File: config.mk
export PLATFORM = sky130hd
export DESIGN_NAME = pipelined_ripple_adder
export DESIGN_NICKNAME = d
export VERILOG_FILES = /design/src/rtl/pipelined_ripple_adder.sv
export SDC_FILE = /design/constraint.sdc
export NUM_CORES = 1
export LEC_CHECK = 0
export CAP_MARGIN = 20
export CORE_UTILIZATION = 48
export CTS_BUF_LIST = sky130_fd_sc_hd__clkbuf_8 sky130_fd_sc_hd__clkbuf_16
export CTS_CLUSTER_SIZE = 40
export DETAILED_ROUTE_END_ITERATION = 16
export GPL_TIMING_DRIVEN = 0
export MAX_ROUTING_LAYER = met4
export PLACE_DENSITY = 0.79
export SLEW_MARGIN = 20
export SYNTH_ARGS = -nofsm -noshare
export SYNTH_HDL_FRONTEND = slang
export SYNTH_SLANG_ARGS = --single-unit
File: constraint.sdc
create_clock -name clk -period 4.7 [get_ports clk]
set_input_delay 1.41 -clock clk [delete_from_list [all_inputs] [get_ports clk]]
set_output_delay 1.41 -clock clk [all_outputs]
set_load 0.05 [all_outputs]
File: src/rtl/pipelined_ripple_adder.sv
// -----------------------------------------------------------------------------
// pipelined_ripple_adder
//
// Ripple-carry adder/subtractor cut into STAGES register-separated slices of
// SW = WIDTH/STAGES bits each. Slice s works on bits [s*SW +: SW]. Its operand
// bits are skewed s register stages so they meet the registered carry from
// slice s-1. Finished slice sums are then deskewed so that all bits reach the
// output register together. A valid bit travels with every operand set.
// hold freezes every register. sum/cout/ovf only load when a valid set
// arrives, so bubbles leave the last result on the outputs.
//
// Ports
//   clk       in   rising-edge clock
//   rst       in   asynchronous active-high reset (clears all state)
//   in_valid  in   a/b/cin/sub carry an operand set this cycle
//   hold      in   freeze the whole pipeline this cycle (inputs not sampled)
//   sub       in   0 = a + b + cin, 1 = a - b - cin
//   a, b      in   WIDTH-bit operands
//   cin       in   carry-in (add) / borrow-in (sub)
//   out_valid out  one-cycle strobe: sum/cout/ovf hold a new result
//   sum       out  WIDTH-bit result, modulo 2^WIDTH
//   cout      out  carry out of the MSB (sub: 1 = no borrow)
//   ovf       out  two's-complement signed overflow
//
// Latency: a set sampled on edge N appears after edge N+STAGES-1.
// -----------------------------------------------------------------------------
module pipelined_ripple_adder #(
    parameter int WIDTH  = 8,
    parameter int STAGES = 2
) (
    input  logic             clk,
    input  logic             rst,
    input  logic             in_valid,
    input  logic             hold,
    input  logic             sub,
    input  logic [WIDTH-1:0] a,
    input  logic [WIDTH-1:0] b,
    input  logic             cin,
    output logic             out_valid,
    output logic [WIDTH-1:0] sum,
    output logic             cout,
    output logic             ovf
);

    // Illegal geometry must stop elaboration.
    if ((STAGES < 1) || (STAGES > WIDTH) || ((WIDTH % STAGES) != 0)) begin : g_bad_params
        $error("pipelined_ripple_adder: illegal WIDTH=%0d / STAGES=%0d", WIDTH, STAGES);
    end

    localparam int SW = (STAGES > 0) ? (WIDTH / STAGES) : 1;

    // One slice of chained one-bit full-adder cells; returns {carry_out, sum}.
    function automatic logic [SW:0] ripple_slice(
        input logic [SW-1:0] x,
        input logic [SW-1:0] y,
        input logic          c_in
    );
        logic [SW-1:0] s;
        logic          c;
        c = c_in;
        for (int i = 0; i < SW; i++) begin
            s[i] = x[i] ^ y[i] ^ c;
            c    = (x[i] & y[i]) | (x[i] & c) | (y[i] & c);
        end
        return {c, s};
    endfunction

    // Subtraction is a + ~b + ~cin, so the inversion happens once at the input
    // and the delay lines only ever carry the effective operand.
    logic [WIDTH-1:0] b_eff_s;
    logic             cin_eff_s;
    assign b_eff_s   = b ^ {WIDTH{sub}};
    assign cin_eff_s = cin ^ sub;

    // Per-slice views, all aligned to the edge on which that slice computes.
    logic [SW-1:0] slice_a_s     [STAGES];
    logic [SW-1:0] slice_b_s     [STAGES];
    logic          slice_cin_s   [STAGES];
    logic [SW:0]   slice_res_s   [STAGES];
    logic [SW-1:0] aligned_sum_s [STAGES];
    logic          stage_valid_s [STAGES];

    assign stage_valid_s[0] = in_valid;

    for (genvar j = 0; j < STAGES; j++) begin : g_slice

        if (j == 0) begin : g_first
            assign slice_a_s[j]   = a[0 +: SW];
            assign slice_b_s[j]   = b_eff_s[0 +: SW];
            assign slice_cin_s[j] = cin_eff_s;
        end else begin : g_skew
            // Operand bits for slice j wait j stages for their carry.
            logic [2*SW-1:0] skew_q [j];

            // Operand skew shift register for this slice.
            always_ff @(posedge clk or posedge rst) begin
                if (rst) begin
                    for (int k = 0; k < j; k++) begin
                        skew_q[k] <= {(2*SW){1'b0}};
                    end
                end else if (!hold) begin
                    skew_q[0] <= {a[j*SW +: SW], b_eff_s[j*SW +: SW]};
                    for (int k = 1; k < j; k++) begin
                        skew_q[k] <= skew_q[k-1];
                    end
                end
            end

            assign slice_a_s[j] = skew_q[j-1][2*SW-1:SW];
            assign slice_b_s[j] = skew_q[j-1][SW-1:0];
        end

        assign slice_res_s[j] = ripple_slice(slice_a_s[j], slice_b_s[j], slice_cin_s[j]);

        if (j < STAGES - 1) begin : g_inner
            logic          carry_q;
            logic          valid_q;
            // Finished low slices wait here until the top slice catches up.
            logic [SW-1:0] dsk_q [STAGES-1-j];

            // Inter-slice carry, valid bit and result deskew for slice j.
            always_ff @(posedge clk or posedge rst) begin
                if (rst) begin
                    carry_q <= 1'b0;
                    valid_q <= 1'b0;
                    for (int k = 0; k < STAGES - 1 - j; k++) begin
                        dsk_q[k] <= {SW{1'b0}};
                    end
                end else if (!hold) begin
                    carry_q  <= slice_res_s[j][SW];
                    valid_q  <= stage_valid_s[j];
                    dsk_q[0] <= slice_res_s[j][SW-1:0];
                    for (int k = 1; k < STAGES - 1 - j; k++) begin
                        dsk_q[k] <= dsk_q[k-1];
                    end
                end
            end

            assign slice_cin_s[j+1]   = carry_q;
            assign stage_valid_s[j+1] = valid_q;
            assign aligned_sum_s[j]   = dsk_q[STAGES-2-j];
        end else begin : g_last
            assign aligned_sum_s[j] = slice_res_s[j][SW-1:0];
        end
    end

    logic [WIDTH-1:0] full_sum_s;
    logic             final_cout_s;
    logic             msb_cin_s;

    // Reassemble the aligned slice sums into one word.
    always_comb begin
        full_sum_s = {WIDTH{1'b0}};
        for (int j = 0; j < STAGES; j++) begin
            full_sum_s[j*SW +: SW] = aligned_sum_s[j];
        end
    end

    assign final_cout_s = slice_res_s[STAGES-1][SW];
    // Carry into the MSB recovered from the MSB sum bit: s = x ^ y ^ c.
    assign msb_cin_s    = slice_a_s[STAGES-1][SW-1] ^ slice_b_s[STAGES-1][SW-1]
                        ^ slice_res_s[STAGES-1][SW-1];

    logic             out_valid_q, out_valid_d;
    logic [WIDTH-1:0] sum_q, sum_d;
    logic             cout_q, cout_d;
    logic             ovf_q, ovf_d;

    // Output next state: load only when a valid set reaches the end.
    always_comb begin
        out_valid_d = stage_valid_s[STAGES-1];
        sum_d       = sum_q;
        cout_d      = cout_q;
        ovf_d       = ovf_q;
        if (stage_valid_s[STAGES-1]) begin
            sum_d  = full_sum_s;
            cout_d = final_cout_s;
            ovf_d  = msb_cin_s ^ final_cout_s;
        end else begin
            sum_d  = sum_q;
            cout_d = cout_q;
            ovf_d  = ovf_q;
        end
    end

    // Output registers, frozen by hold.
    always_ff @(posedge clk or posedge rst) begin
        if (rst) begin
            out_valid_q <= 1'b0;
            sum_q       <= {WIDTH{1'b0}};
            cout_q      <= 1'b0;
            ovf_q       <= 1'b0;
        end else if (!hold) begin
            out_valid_q <= out_valid_d;
            sum_q       <= sum_d;
            cout_q      <= cout_d;
            ovf_q       <= ovf_d;
        end
    end

    assign out_valid = out_valid_q;
    assign sum       = sum_q;
    assign cout      = cout_q;
    assign ovf       = ovf_q;

endmodule
==> results of run 1 <==
==> power by group through the flow <==
stage / sequential, W / combinational [W] / clock, W
after CTS: 0.000311 / 0.000393 / 0.000128
after detailed placement: 0.000316 / 0.000392 / 0
after global routing: 0.000320 / 0.000419 / 0.000137
after global placement: 0.000313 / 0.000385 / 0
after floorplan: 0.000462 / 0.000118 / 0
final: 0.000311 / 0.000388 / 0.000123
==> worst max-delay path by stage <==
stage	startpoint	endpoint	depth (start not counted)
3_3_place_gp	b[0]	g_slice[0].g_inner.dsk_q[3]$_DFFE_PP0N_	9
3_5_place_dp	b[0]	g_slice[0].g_inner.dsk_q[3]$_DFFE_PP0N_	9
4_1_cts	b[0]	g_slice[0].g_inner.dsk_q[3]$_DFFE_PP0N_	9
2_1_floorplan	sub	g_slice[0].g_inner.dsk_q[3]$_DFFE_PP0N_	9
6_report	b[0]	g_slice[0].g_inner.dsk_q[3]$_DFFE_PP0N_	9
5_1_grt	b[0]	g_slice[0].g_inner.dsk_q[3]$_DFFE_PP0N_	9
==> metal layers <==
layer / part of all wire [%] / vias to the layer above / track usage [%] / routed length, um
li1: - / 366 / - / -
met1: 42 / 372 / 20.3 / 849
met2: 51 / 24 / 31.7 / 1030
met3: 5.6 / 4 / 4.02 / 112
met4: 0.80 / 0 / 6.58 / 16
met5: 0 / - / - / 0
==> synth_stat cells <==
cell type	count	area share (%)
sky130_fd_sc_hd__buf_2	3	1.2
sky130_fd_sc_hd__buf_6	1	0.89
sky130_fd_sc_hd__dfrtp_1	25	49
sky130_fd_sc_hd__fa_1	8	13
sky130_fd_sc_hd__ha_1	1	0.99
sky130_fd_sc_hd__inv_1	17	5.0
sky130_fd_sc_hd__mux2_2	15	13
sky130_fd_sc_hd__mux2i_1	5	4.0
sky130_fd_sc_hd__nand2_1	6	1.8
sky130_fd_sc_hd__nand2b_4	1	1.1
sky130_fd_sc_hd__o21ai_0	4	1.6
sky130_fd_sc_hd__xnor2_1	6	4.2
sky130_fd_sc_hd__xor2_1	3	2.1
sky130_fd_sc_hd__xor3_1	1	1.9
==> worst register-to-register path, stage by stage (launching register included) <==
cell and delay [ns]:
sky130_fd_sc_hd__dfrtp_1 0.39, sky130_fd_sc_hd__inv_1 0.08, sky130_fd_sc_hd__fa_1 0.17, sky130_fd_sc_hd__inv_1 0.05, sky130_fd_sc_hd__fa_1 0.38, sky130_fd_sc_hd__fa_1 0.36
sky130_fd_sc_hd__inv_1 0.08, sky130_fd_sc_hd__fa_1 0.42, sky130_fd_sc_hd__xor3_1 0.36, sky130_fd_sc_hd__mux2_2 0.26
==> sequential cells by signal, indices dropped and copies added (netlist names) <==
register                 cells
g_slice.g_inner.valid_q      1
out_valid                    1
ovf                          1
g_slice.g_inner.carry_q      1
g_slice.g_inner.dsk_q        4
g_slice.g_skew.skew_q        8
sum                          8
cout                         1
==> logic make-up after synthesis <==
kind of cell	synth area share (%)
compound gates	1.58
fa+ha+maj	13.6
xor+xnor	8.10
buf+inv	7.11
simple gates	2.87
mux	17.3
flops	49.4
==> through the flow <==
stage / cells / area [um2]
CTS: 161 / 1660
global placement: 157 / 1610
floorplan: 96 / 1270
detailed placement: 157 / 1610
finish: 162 / 1670
global route: 162 / 1670
==> placed cells by master, fill, tap and decap left out <==
cell type,Yosys,final
sky130_fd_sc_hd__mux2_2,15,15
sky130_fd_sc_hd__xor2_1,3,3
sky130_fd_sc_hd__buf_2,3,3
sky130_fd_sc_hd__dfrtp_1,25,25
sky130_fd_sc_hd__buf_6,1,1
sky130_fd_sc_hd__xnor2_1,6,6
sky130_fd_sc_hd__o21ai_0,4,4
sky130_fd_sc_hd__nand2_1,6,6
sky130_fd_sc_hd__fa_1,8,8
sky130_fd_sc_hd__clkdlybuf4s50_1,0,31
sky130_fd_sc_hd__nand2b_4,1,1
sky130_fd_sc_hd__xor3_1,1,1
sky130_fd_sc_hd__clkbuf_8,0,3
sky130_fd_sc_hd__mux2i_1,5,5
sky130_fd_sc_hd__ha_1,1,1
sky130_fd_sc_hd__inv_1,17,18
sky130_fd_sc_hd__buf_8,0,1
==> layout make-up <==
type	count	area, um2	share of cell area, %
multi-input combinational	50	551	32.9
buffer	4	26.3	1.57
clock inverter	1	3.75	0.224
inverter	17	63.8	3.81
tap	30	37.5	2.24
sequential	25	626	37.4
clock buffer	3	41.3	2.47
timing repair buffer	32	325	19.4
==> insert_results.sql, run 1 <==
INSERT INTO impl_metrics (metric_group, metric, value, unit) VALUES
('critical_path', 'kind_of_end_point_of_the_critical_path', 'flip-flop', ''),
('floorplan', 'die_width', '53.4', 'um'),
('worst_hold_path', 'path_type_of_the_worst_min_delay_path', 'reg2reg', ''),
('power_and_ir_drop', 'pwr-share-clk', '15.0', '%'),
('floorplan', 'initial_core_util', '51.1', '%'),
('critical_path', 'setup.reg_to_reg.worst_slack', '2.04', 'ns'),
('route', 'detail_route.drc_violations', '0', ''),
('floorplan', 'die_y', '53.4', 'um'),
('finish', 'syn_to_layout_area_delta', '32.2', '%'),
('critical_path', 'worst-path-buf-inv', '3', ''),
('placed_design', 'port_buffers', '31', ''),
('critical_path', 'worstPathArrival', '3.82', 'ns'),
('synth', 'synth_cell_type_count', '14', ''),
('floorplan', 'fp.coreArea', '2480', 'um2'),
('cts', 'clock_tree_from_tritoncts', 'done', ''),
('synth', 'synth_area', '1270', 'um2'),
('global_routing', 'groute.usage.overall', '18.2', '%'),
('finish', 'finish.net_count', '164', ''),
('critical_path', 'critical_path.max_fanout', '1', ''),
('worst_hold_path', 'hold_end', 'g_slice[1].g_skew.skew_q[0]$_DFFE_PP0N_', ''),
('sta', 'unrepaired_setup_endpoints_after_global_routing', 'no', ''),
('status', 'status', 'finished clean', ''),
('synth', 'synthesis.instances', '96', ''),
('global_routing', 'vias_in_the_first_global_route', '847', ''),
('route', 'via_per_inst', '4.73', ''),
('floorplan', 'floorplan.rows', '18', ''),
('sta', 'finClkSkew', '0.00473', 'ns'),
('cts', 'clk_latency', '0.27', 'ns'),
('route', 'average_detailed_routed_wire_length_per_instance', '12.4', 'um'),
('floorplan', 'ios', '33', ''),
('finish', 'layout.filler_cells', '197', ''),
('cts', 'htree_num_levels', '1', ''),
('route', 'drt_iter0_drc', '4', ''),
('synth', 'postSynthNetCount', '127', ''),
('route', 'vias', '766', ''),
('power_and_ir_drop', 'power.share.switching', '39.1', '%'),
('global_routing', 'grt_overflow', '0', ''),
('critical_path', 'reg2reg_depth', '9', ''),
('sta', 'final_max_slew_viol_count', '0', ''),
('cts', 'clockRootBuffer', 'sky130_fd_sc_hd__clkbuf_8', ''),
('power_and_ir_drop', 'power.total', '0.000822', 'W'),
('critical_path', 'r2r-end', 'ovf$_DFFE_PP0P_', ''),
('placed_design', 'dp_worst_setup_slack', '0.726', 'ns'),
('power_and_ir_drop', 'power.leakage', '0.787', 'nW'),
('route', 'drt_pass1_iterations', '4', ''),
('sta', 'final_worst_setup_slack', '1.04', 'ns'),
('sta', 'min_hold_slack', '0.494', 'ns'),
('cts', 'clock_slew_seen_by_the_registers_of_the_worst_setup_and_hold_paths', '0.08', 'ns'),
('finish', 'fraction_of_layout_cells_with_a_size_suffix_above_1', '18.2', '%'),
('cts', 'postCtsHoldBufs', '0', ''),
('sta', 'timing.slew.headroom', '66.5', '%'),
('synth', 'syn_avg_cell_area', '13.2', 'um2'),
('cts', 'cts_resized', '0', ''),
('power_and_ir_drop', 'powerDensity', '491', 'nW/um2'),
('power_and_ir_drop', 'irDropWorstVdd', '0.000303', 'V'),
('sta', 'final_min_period_over_clock_period', '77.8', '%'),
('cts', 'tritoncts.num_buffers', '3', ''),
('sta', 'fmax', '0.273', 'GHz'),
('sta', 'worstMarginPinSlew', '0.501', 'ns'),
('floorplan', 'die_area', '2850', 'um2'),
('synth', 'synth_seq_area_share', '49.4', '%'),
('placed_design', 'place_hpwl', '1510', 'um'),
('worst_hold_path', 'min-delay-start', 'g_slice[1].g_skew.skew_q[0]$_DFFE_PP0N_', ''),
('power_and_ir_drop', 'comb_power_share', '47.2', '%'),
('cts', 'cts_post_setup_buffers_inserted', '0', ''),
('critical_path', 'crit_path_top_delay_cell', 'sky130_fd_sc_hd__clkdlybuf4s50_1', ''),
('critical_path', 'ordered_list_of_cells_on_the_worst_path', 'clkdlybuf4s50_1 > xor2_1 > fa_1 > inv_1 > fa_1 > fa_1 > inv_1 > fa_1 > mux2_2', ''),
('cts', 'number_of_clock_sinks_seen_by_cts', '25', ''),
('critical_path', 'cp_common_cell', 'sky130_fd_sc_hd__fa_1', ''),
('route', 'antenna_left', '0', ''),
('sta', 'setup-violations-final', '0', '');
No activity file was read; power rests on OpenSTA's default activity.
==> run 2: changes to the inputs <==
--- a/config.mk
+++ b/config.mk
@@ -6,13 +6,13 @@
 export NUM_CORES = 1
 export LEC_CHECK = 0
 export CAP_MARGIN = 20
-export CORE_UTILIZATION = 48
+export CORE_UTILIZATION = 43
 export CTS_BUF_LIST = sky130_fd_sc_hd__clkbuf_8 sky130_fd_sc_hd__clkbuf_16
 export CTS_CLUSTER_SIZE = 40
 export DETAILED_ROUTE_END_ITERATION = 16
 export GPL_TIMING_DRIVEN = 0
 export MAX_ROUTING_LAYER = met4
-export PLACE_DENSITY = 0.79
+export PLACE_DENSITY = 0.75
 export SLEW_MARGIN = 20
 export SYNTH_ARGS = -nofsm -noshare
 export SYNTH_HDL_FRONTEND = slang
==> constraint.sdc (replaced) <==
create_clock -name clk -period 3 [get_ports clk]
set_input_delay 0.9 -clock clk [delete_from_list [all_inputs] [get_ports clk]]
set_output_delay 0.9 -clock clk [all_outputs]
set_load 0.05 [all_outputs]
==> run 2 against run 1 <==
  * Global-route usage decreased by 3.4 points
  * Worst setup slack worse by 0.90 ns
  * Cell count did not move
  * Core utilization shrank 7.1 points
  * Worst hold slack gained 0.0031 ns
  * Sequential power increased by 57%
  * Die area is 11% higher
  * Combinational power up 58%
  * Routed wire length increased by 1.0%
  * Total power grew 57%
==> insert_results.sql, run 2 (same netlist as run 1, synthesis figures left out) <==
INSERT INTO impl_metrics (metric_group, metric, value, unit) VALUES
('status', 'status', 'finished clean', ''),
('critical_path', 'worst-path-buf-inv', '3', ''),
('sta', 'setup-violations-final', '0', ''),
('global_routing', 'groute.usage.overall', '14.8', '%'),
('route', 'drt_pass1_iterations', '3', ''),
('placed_design', 'place_hpwl', '1580', 'um'),
('finish', 'final_area', '1680', 'um2'),
('sta', 'finalHoldViolCount', '0', ''),
('sta', 'fin_tns_setup', '0', 'ns'),
('finish', 'n_antenna_cell', '0', ''),
('finish', 'finish.net_count', '163', ''),
('cts', 'tritoncts.num_buffers', '3', ''),
('global_routing', 'grt_max_degree', '26', ''),
('cts', 'clock_slew_seen_by_the_registers_of_the_worst_setup_and_hold_paths', '0.08', 'ns'),
('route', 'vias', '779', ''),
('worst_hold_path', 'min-delay-start', 'g_slice[1].g_skew.skew_q[0]$_DFFE_PP0N_', ''),
('sta', 'fmax', '0.350', 'GHz'),
('floorplan', 'fp.coreArea', '2780', 'um2'),
('critical_path', 'r2r_start', 'g_slice[0].g_inner.carry_q$_DFFE_PP0N_', ''),
('route', 'via_per_inst', '4.81', ''),
('finish', 'layout.filler_cells', '240', ''),
('floorplan', 'die_y', '56.3', 'um'),
('critical_path', 'r2r-end', 'ovf$_DFFE_PP0P_', ''),
('power_and_ir_drop', 'irDropWorstVdd', '0.000546', 'V'),
('cts', 'clk_latency', '0.26', 'ns'),
('critical_path', 'ordered_list_of_cells_on_the_worst_path', 'dlygate4sd2_1 > xor2_1 > fa_2 > inv_2 > fa_2 > fa_2 > inv_2 > fa_1 > mux2_2', ''),
('finish', 'commonest_non_fill_non_tap_cell_in_the_layout', 'sky130_fd_sc_hd__clkdlybuf4s50_1', ''),
('critical_path', 'cp_common_cell', 'sky130_fd_sc_hd__fa_2', ''),
('sta', 'worstMarginPinSlew', '0.913', 'ns'),
('worst_hold_path', 'path_type_of_the_worst_min_delay_path', 'reg2reg', ''),
('critical_path', 'cp.required', '3.15', 'ns'),
('finish', 'syn_to_layout_area_delta', '32.8', '%'),
('placed_design', 'port_buffers', '31', ''),
('critical_path', 'critical_path.max_fanout', '1', ''),
('floorplan', 'ios', '33', ''),
('global_routing', 'grt_first_pass_wirelength', '3490', 'um'),
('sta', 'final_max_slew_viol_count', '0', ''),
('finish', 'finish.cell_count_without_fillers', '162', ''),
('sta', 'final_worst_setup_slack', '0.146', 'ns'),
('placed_design', 'dp_worst_setup_slack', '-0.418', 'ns'),
('floorplan', 'initial_core_util', '45.5', '%'),
('sta', 'final.min_clock_period', '2.85', 'ns'),
('route', 'wl', '2030', 'um'),
('floorplan', 'die_width', '56.3', 'um'),
('placed_design', 'dpl-instance-area', '1630', 'um2'),
('global_routing', 'vias_in_the_first_global_route', '865', ''),
('cts', 'clockRootBuffer', 'sky130_fd_sc_hd__clkbuf_8', ''),
('floorplan', 'die_area', '3170', 'um2'),
('critical_path', 'timing.critical_path.max_delay_family', 'adder cells', ''),
('placed_design', 'gp_congestion', '0.654', ''),
('critical_path', 'setup.reg_to_reg.worst_slack', '0.31', 'ns'),
('critical_path', 'kind_of_end_point_of_the_critical_path', 'flip-flop', ''),
('global_routing', 'grt_antenna_before_repair', '0', ''),
('sta', 'final_min_period_over_clock_period', '95.1', '%'),
('route', 'detail_route.drc_violations', '0', ''),
('critical_path', 'crit_path_top_delay_cell', 'sky130_fd_sc_hd__fa_1', ''),
('route', 'antenna_left', '0', ''),
('flow_run', 'cap_violations', '0', ''),
('sta', 'finClkSkew', '0.00138', 'ns'),
('cts', 'clock_path_buffers', '2', ''),
('worst_hold_path', 'hold_end', 'g_slice[1].g_skew.skew_q[0]$_DFFE_PP0N_', ''),
('critical_path', 'worstPathArrival', '3.01', 'ns'),
('cts', 'htree_num_levels', '1', ''),
('floorplan', 'floorplan.rows', '19', ''),
('critical_path', 'worst_path_largest_cell_delay', '0.39', 'ns'),
('global_routing', 'grt_overflow', '0', ''),
('cts', 'cts_post_setup_buffers_inserted', '0', ''),
('critical_path', 'startpoint_type', 'input port', ''),
('placed_design', 'dp_cells', '158', ''),
('finish', 'fraction_of_layout_cells_with_a_size_suffix_above_1', '22.1', '%'),
('sta', 'timing.slew.headroom', '39.0', '%'),
('cts', 'number_of_clock_sinks_seen_by_cts', '25', ''),
('power_and_ir_drop', 'powerDensity', '768', 'nW/um2'),
('cts', 'clock_tree_from_tritoncts', 'done', ''),
('critical_path', 'reg2reg_depth', '9', ''),
('sta', 'unrepaired_setup_endpoints_after_global_routing', 'no', ''),
('route', 'drt_iter0_drc', '7', ''),
('worst_hold_path', 'holdPathStages', '2', ''),
('critical_path', 'critical_path_class', 'in2reg', ''),
('cts', 'postCtsHoldBufs', '0', ''),
('finish', 'most-common-layout-cells', 'sky130_fd_sc_hd__clkdlybuf4s50_1 (28), sky130_fd_sc_hd__dfrtp_1 (25), sky130_fd_sc_hd__inv_1 (16)', ''),
('power_and_ir_drop', 'power.leakage', '0.790', 'nW'),
('route', 'average_detailed_routed_wire_length_per_instance', '12.5', 'um');
-- run 2: cell count changes in the layout (fill, tap and decap cells not counted), sizes merged --
cell and delta:
clkdlybuf4s50 -3, dlymetal6s2s +1, dlygate4sd2 +2, buf -1
-- run 2: worst max-delay path by stage --
stage / startpoint / endpoint / slack (ns) / depth (start not counted)
3_3_place_gp: b[0] / g_slice[0].g_inner.dsk_q[3]$_DFFE_PP0N_ / -0.39 / 9
4_1_cts: cin / g_slice[0].g_inner.dsk_q[3]$_DFFE_PP0N_ / 0.03 / 9
5_1_grt: cin / g_slice[0].g_inner.dsk_q[3]$_DFFE_PP0N_ / 0.05 / 9
3_5_place_dp: b[0] / g_slice[0].g_inner.dsk_q[3]$_DFFE_PP0N_ / -0.42 / 9
2_1_floorplan: sub / g_slice[0].g_inner.dsk_q[3]$_DFFE_PP0N_ / 0.02 / 9
6_report: cin / g_slice[0].g_inner.dsk_q[3]$_DFFE_PP0N_ / 0.15 / 9
-- run 2: metal layers --
layer  part of all wire (%)  GRT usage [%]  up-vias
met5                      0              -        -
li1                       -              -      362
met2                     52           26.5       28
met1                     40           16.3      384
met3                    5.7           2.30        5
met4                    1.9           6.27        0
-- run 2: worst min-delay path, cell delays in order (launching register included) --
cell,delay [ns]
sky130_fd_sc_hd__dfrtp_1,0.34
sky130_fd_sc_hd__nand2_1,0.05
sky130_fd_sc_hd__o21ai_0,0.07
-- run 2: timing repair --
item / in CTS / in global routing
setup endpoints to repair: 1 / 1
gates resized for setup: 7 / 1
gates cloned: 0 / 0
pin swaps: 4 / 3
-- run 2: cell type report --
type | count | area [um2] | share of cell area, %
well taps | 31 | 38.8 | 2.31
inverters | 17 | 63.8 | 3.79
flip-flops and latches | 25 | 626 | 37.2
clock inverters | 1 | 3.75 | 0.223
clock buffers | 3 | 41.3 | 2.46
multi-input cells | 50 | 566 | 33.6
repair buffers | 31 | 310 | 18.5
plain buffers | 4 | 32.5 | 1.93
-- run 2: report_power, final --
group / total [W] / switching, W / internal, W
Clock: 0.000189 / 0.0000972 / 0.0000914
Sequential: 0.000489 / 0.0000529 / 0.000436
Combinational: 0.000614 / 0.000357 / 0.000257
Total: 0.00129 / 0.000508 / 0.000785
-- run 2: metrics by stage --
stage	hold slack, ns	power, W	utilization [%]
3_5_place_dp	0.480	0.00112	58.6
6_report	0.497	0.00129	60.5
4_1_cts	0.499	0.00131	60.4
5_1_grt	0.527	0.00137	60.5
3_3_place_gp	0.469	0.00110	58.6
2_1_floorplan	0.453	0.000909	-
==> run 3: changes to the inputs <==
--- a/config.mk
+++ b/config.mk
@@ -8,7 +8,6 @@
 export CAP_MARGIN = 20
 export CORE_UTILIZATION = 43
 export CTS_BUF_LIST = sky130_fd_sc_hd__clkbuf_8 sky130_fd_sc_hd__clkbuf_16
-export CTS_CLUSTER_SIZE = 40
 export DETAILED_ROUTE_END_ITERATION = 16
 export GPL_TIMING_DRIVEN = 0
 export MAX_ROUTING_LAYER = met4
==> results of run 3 <==
Final layout, timing and power as in run 2 (identical DEF).
